==> src/rtl/expr_pkg.sv <==
// expr_pkg: ASCII constants, FSM encoding and character/LFSR helpers shared by generator and recognizer
package expr_pkg;
    localparam logic [7:0] CH_ZERO = 8'h30;
    localparam logic [7:0] CH_NINE = 8'h39;
    localparam logic [7:0] CH_MUL  = 8'h2A;
    localparam logic [7:0] CH_ADD  = 8'h2B;
    localparam logic [7:0] CH_BAD  = 8'h23;

    typedef enum logic [1:0] {IDLE, DIGIT, OP} state_t;

    function automatic logic [7:0] digit_ch(input logic [7:0] l);
        return CH_ZERO + {4'h0, (l[3:0] >= 4'd10) ? l[3:0] - 4'd10 : l[3:0]};
    endfunction

    function automatic logic [7:0] op_ch(input logic [7:0] l);
        return l[4] ? CH_MUL : CH_ADD;
    endfunction

    // Fibonacci x^8+x^6+x^5+x^4+1, shifting left
    function automatic logic [7:0] lfsr_step(input logic [7:0] l);
        return {l[6:0], l[7] ^ l[5] ^ l[4] ^ l[3]};
    endfunction
endpackage

==> src/rtl/expr_lfsr8.sv <==
// expr_lfsr8: 8-bit LFSR with enable, seed load and all-zero lockup recovery
module expr_lfsr8
    import expr_pkg::*;
#(
    parameter logic [7:0] SEED = 8'hA5
) (
    input  logic       clk,
    input  logic       en,
    input  logic       load,
    output logic [7:0] q,
    output logic [7:0] nxt
);
    logic [7:0] state_q, state_d;

    // next value a transfer would produce; zero reloads the seed
    always_comb begin
        nxt     = (state_q == 8'h00) ? SEED : lfsr_step(state_q);
        state_d = load ? SEED : (en || state_q == 8'h00) ? nxt : state_q;
    end

    // state register
    always_ff @(posedge clk) state_q <= state_d;

    assign q = state_q;
endmodule

==> src/rtl/expr_stream_gen.sv <==
// expr_stream_gen: emits random digit(op digit)* expressions over valid/ready with expected recognizer output
module expr_stream_gen
    import expr_pkg::*;
#(
    parameter int         MAX_TERMS = 8,
    parameter logic [7:0] SEED      = 8'hA5
) (
    input  logic       clk,
    input  logic       clr,
    input  logic       start,
    input  logic [3:0] terms,
    input  logic       bad,
    output logic [7:0] ch,
    output logic       valid,
    input  logic       ready,
    output logic       last,
    output logic       expect_out,
    output logic       busy
);
    state_t     state_q, state_d;
    logic [3:0] n_q, n_d, cnt_q, cnt_d, n_in, cnt_inc;
    logic       bad_q, bad_d, valid_q, valid_d, last_q, last_d, exp_q, exp_d, busy_q, busy_d;
    logic [7:0] ch_q, ch_d, lfsr, lfsr_nx;
    logic       xfer, fin_in, fin_op;

    expr_lfsr8 #(.SEED(SEED)) u_lfsr (
        .clk (clk),
        .en  (xfer),
        .load(clr),
        .q   (lfsr),
        .nxt (lfsr_nx)
    );

    // next-state and next-character selection; characters come from the LFSR value held while presented
    always_comb begin
        xfer    = valid_q && ready;
        n_in    = (terms == 4'd0) ? 4'd1 : (int'(terms) > MAX_TERMS) ? 4'(MAX_TERMS) : terms;
        cnt_inc = cnt_q + 4'd1;
        fin_in  = (n_in == 4'd1);
        fin_op  = (cnt_inc == n_q);
        state_d = state_q;
        n_d     = n_q;
        cnt_d   = cnt_q;
        bad_d   = bad_q;
        ch_d    = ch_q;
        valid_d = valid_q;
        last_d  = last_q;
        exp_d   = exp_q;
        busy_d  = busy_q;
        case (state_q)
            IDLE: if (start) begin
                state_d = DIGIT;
                n_d     = n_in;
                bad_d   = bad;
                cnt_d   = 4'd1;
                ch_d    = (fin_in && bad) ? CH_BAD : digit_ch(lfsr);
                last_d  = fin_in;
                exp_d   = !(fin_in && bad);
                valid_d = 1'b1;
                busy_d  = 1'b1;
            end
            DIGIT: if (xfer) begin
                state_d = (cnt_q == n_q) ? IDLE : OP;
                valid_d = (cnt_q != n_q);
                busy_d  = (cnt_q != n_q);
                ch_d    = op_ch(lfsr_nx);
                last_d  = 1'b0;
                exp_d   = 1'b0;
            end
            OP: if (xfer) begin
                state_d = DIGIT;
                cnt_d   = cnt_inc;
                ch_d    = (fin_op && bad_q) ? CH_BAD : digit_ch(lfsr_nx);
                last_d  = fin_op;
                exp_d   = !(fin_op && bad_q);
            end
            default: state_d = IDLE;
        endcase
    end

    // FSM, counters and registered outputs; clr overrides everything
    always_ff @(posedge clk) begin
        if (clr) begin
            state_q <= IDLE;
            n_q     <= '0;
            cnt_q   <= '0;
            bad_q   <= 1'b0;
            ch_q    <= 8'h00;
            valid_q <= 1'b0;
            last_q  <= 1'b0;
            exp_q   <= 1'b0;
            busy_q  <= 1'b0;
        end else begin
            state_q <= state_d;
            n_q     <= n_d;
            cnt_q   <= cnt_d;
            bad_q   <= bad_d;
            ch_q    <= ch_d;
            valid_q <= valid_d;
            last_q  <= last_d;
            exp_q   <= exp_d;
            busy_q  <= busy_d;
        end
    end

    assign ch         = ch_q;
    assign valid      = valid_q;
    assign last       = last_q;
    assign expect_out = exp_q;
    assign busy       = busy_q;
endmodule

==> config.mk <==
export PLATFORM = sky130hd
export DESIGN_NAME = expr_stream_gen
export DESIGN_NICKNAME = d
export VERILOG_FILES = /design/src/rtl/expr_pkg.sv /design/src/rtl/expr_lfsr8.sv /design/src/rtl/expr_stream_gen.sv
export SDC_FILE = /design/constraint.sdc
export NUM_CORES = 1
export LEC_CHECK = 0
export BUFFER_PORTS_ARGS = -buffer_cell sky130_fd_sc_hd__buf_2
export CAP_MARGIN = 20
export CORE_ASPECT_RATIO = 1.1
export CORE_MARGIN = 2
export CORE_UTILIZATION = 50
export CTS_BUF_LIST = sky130_fd_sc_hd__clkbuf_4
export DETAILED_ROUTE_END_ITERATION = 7
export PLACE_DENSITY = 0.71
export SETUP_SLACK_MARGIN = 0.4
export SYNTH_ARGS = -nofsm -noshare
export SYNTH_HDL_FRONTEND = slang
export SYNTH_SLANG_ARGS = --single-unit
==> constraint.sdc <==
create_clock -name clk -period 2.4 [get_ports clk]
set_clock_uncertainty 0.15 [all_clocks]
set_input_delay 0.12 -clock clk [delete_from_list [all_inputs] [get_ports clk]]
set_output_delay 0.12 -clock clk [all_outputs]
set_load 0.03 [all_outputs]
==> summary.md <==
| Metric | Value |
|---|---|
| Initial antenna violation count | `0` |
| DRC violations left | `0` |
| Hold crit path type | `in -> reg` |
| Final Hold Vio Count | `0` |
| CTS Sinks | `27` |
| Fillers | `roughly 240` |
| Area of the multi-input gates | `985.9 um^2` |
| Die H | `61.07 um` |
| RePlAce Congestion | `0.8889` |
| Synth area leader | `dfxtp_1` |
| Count of pins over their slew limit | `0` |
| Register area | `548.0 um^2` |
| EDFF count, synth | `0` |
| Crit start category | `register` |
| Yosys cell types | `between 40 and 50` |
| Fin area | `1792 um^2` |
| First-pass GRT wire length | `5.885 mm` |
| PwrDens | `1043 nW/um^2` |
| H-tree levels | `1` |
| Worst R2R Path Depth | `6` |
| Root buf cell | `clkbuf_4` |
| Uppermost layer routed | `met4` |
| Initial Util | `52.81%` |
| Synthesized flop and latch total | `27` |
| Via Count | `1477` |
| Yosys top cell area share | `36.52%` |
| Vias in the first global route | `~1300` |
| Width of the die | `55.88 um` |
| CTS tree | `done` |
| Core area | `2803 um^2` |
| Cell Area, Placed | `1567 um^2` |
| Maximum VDD drop | `0.6688 mV` |
| Drt first pass iters | `4` |
| Clk_lat worst skew | `0.35 ns` |
| WHS Path Cells | `4` |
| Post-layout util | `about 64%` |
| Cells after synthesis | `~190` |
| Final worst path period share | `82.32%` |
| Required time of the worst setup path | `2.56 ns` |
| # setup viols final | `0` |
| Post-route ant nets | `0` |
| Leak | `0.0007388 uW` |
| Yosys warning total | `0` |
| Die area | `3412 um^2` |
| Final setup margin | `0.4244 ns` |
| Synth Flop Type | `dfxtp_1` |
| CP Max Fanout | `5` |
| Top-Level Pins | `21` |
| Clock Tree Buf Depth | `2` |
| Sum Neg Setup Slack | `0 ns` |
| Port bufs | `18` |
| Clock Pin Slew Worst Setup and Hold Paths | `roughly 0.16 ns` |
| Layout cells sized above 1 | `23.56%` |
| Met3 routed WL | `207 um` |
| Mapped Area | `roughly 1500 um^2` |
| Max cap viols | `0` |
| CTS buffer count | `3` |
| Final nets | `about 220` |
| Pin count of the biggest net entering global routing | `23` |
| Fmax | `506.2 MHz` |
| Tmin final | `1.976 ns` |
| Final hold slack | `approximately 0.014 ns` |
| DPL Wire Length | `2.510 mm` |
| 1st-iter DRT viols | `57` |
| Met1 wire length | `1.596 mm` |
| Crit path capture type | `register` |
| Total Routing Usage GR | `around 22%` |
| Area growth, synth to finish | `21.05%` |
| Detailed Route WL | `roughly 3.8 mm` |
| # rows | `20` |
| RSZ-0062 raised after global routing | `true` |
| Seq/Total Area, Yosys | `36.52%` |
| Mean Syn Cell Area | `7.873 um^2` |
| Worst slack, placed | `0.1619 ns` |
| Asr flop ratio synth | `0%` |
| DR WL/cell | `15.80 um` |
| Outcome | `completed` |
| Wire length on met2 | `1.894 mm` |
| Gr ovfl total | `0` |
| Via/cell ratio | `6.129` |
| Synth area leaders | `dfxtp_1 (37%), a21oi_1 (6.8%), nand2_1 (6.3%)` |
| Critical path class | `reg -> reg` |
| Worst EP arrival | `around 2.1 ns` |
| Ant. Diodes | `0` |
## area by class of cell
type	instances	share of cell area, %
multi-input combinational	144	55.03
sequential	27	30.59
clock inverter	1	0.2793
tap	33	2.304
clock buffer	3	1.257
inverter	7	1.466
timing repair buffer	26	9.078
## per-stage QoR
step | total power (uW) | cells
after detailed placement | 1458 | 230
after CTS | 1767 | 241
after global routing | 1974 | 241
after floorplan | 1269 | 189
final | 1869 | 241
after global placement | 1434 | 230
## metal layers
metal	vias up	global-route usage, %
met3	13	2.311
met1	693	26.69
met2	65	39.12
li1	706	-
met5	-	0
met4	0	13.95
## cells in the mapped netlist, types with 3 or more instances
cell type  count
dfxtp_1       27
nand2_1       25
nor3_1         6
xnor2_1        4
o211ai_1       3
a21oi_1       20
xor2_1         6
clkbuf_1       7
nand3_1        8
nor4_1         4
inv_1          7
ha_1           6
nor2_1        17
a31oi_1        3
buf_4          4
o21ai_0        9
## cells in the final DEF (no fill, tap or decap), types with 3 or more instances in the layout
cell and n:
a21oi_1 20, buf_2 18, buf_4 3, clkbuf_4 3, dfxtp_1 23, dfxtp_2 3, dlygate4sd3_1 5, ha_2 3
inv_1 7, nand2_1 25, nand3_1 7, nor2_1 17, nor3_1 6, nor4_1 4, o211ai_1 3, o21ai_0 8
xnor2_1 3, xor2_1 5
## where the power goes
part           internal, uW  switching, uW  leakage [uW]  total (uW)
clock                  63.0            147     0.0000177         210
sequential              552           96.5      0.000223         648
combinational           387            624      0.000498        1010
total                  1000            868      0.000739        1870
## final timing paths
| kind | start | endpoint | slack (ns) |
|---|---|---|---|
| max reg2reg | cnt_q[0]$_SDFFE_PP0P_ | ch[1]$_SDFFE_PP0P_ | 0.42 |
| min reg2reg | bad_q$_SDFFE_PP0P_ | bad_q$_SDFFE_PP0P_ | 0.34 |
| min | terms[3] | n_q[1]$_SDFFE_PP0P_ | 0.01 |
| max | cnt_q[0]$_SDFFE_PP0P_ | ch[1]$_SDFFE_PP0P_ | 0.42 |
## what timing repair did
item                                    CTS  global route
pin swaps                                 2             4
hold endpoints to repair                  3             0
gates resized for setup                  13            13
hold buffers                              5             0
endpoints found under the setup margin    6             5
buffers inserted                          2             0
## state kept, by name, indices dropped and copies added, names as in the netlist
signal / count
u_lfsr.q: 8
last: 1
state_q: 2
cnt_q: 4
ch: 6
n_q: 4
busy: 1
bad_q: 1
## kinds of logic (layout without fill, tap and decap cells)
| kind of cell | Yosys count | in the layout | share of synthesized area (%) |
|---|---|---|---|
| flops | 27 | 27 | 36.52 |
| xor+xnor | 10 | 10 | 5.917 |
| buf+inv | 18 | 37 | 5.580 |
| simple gates | 74 | 74 | 24.09 |
| other cells | 1 | 2 | 0.2533 |
| fa+ha+maj | 6 | 6 | 5.072 |
| compound gates | 52 | 52 | 22.57 |
## critical path, stage by stage (launching register included)
cell      delay (ns)
dfxtp_4         0.39
buf_4           0.15
and3_2          0.20
xor2_1          0.17
or4b_4          0.55
a21boi_2        0.18
o211a_1         0.14
Note: power is estimated with default switching activity, not from simulation.
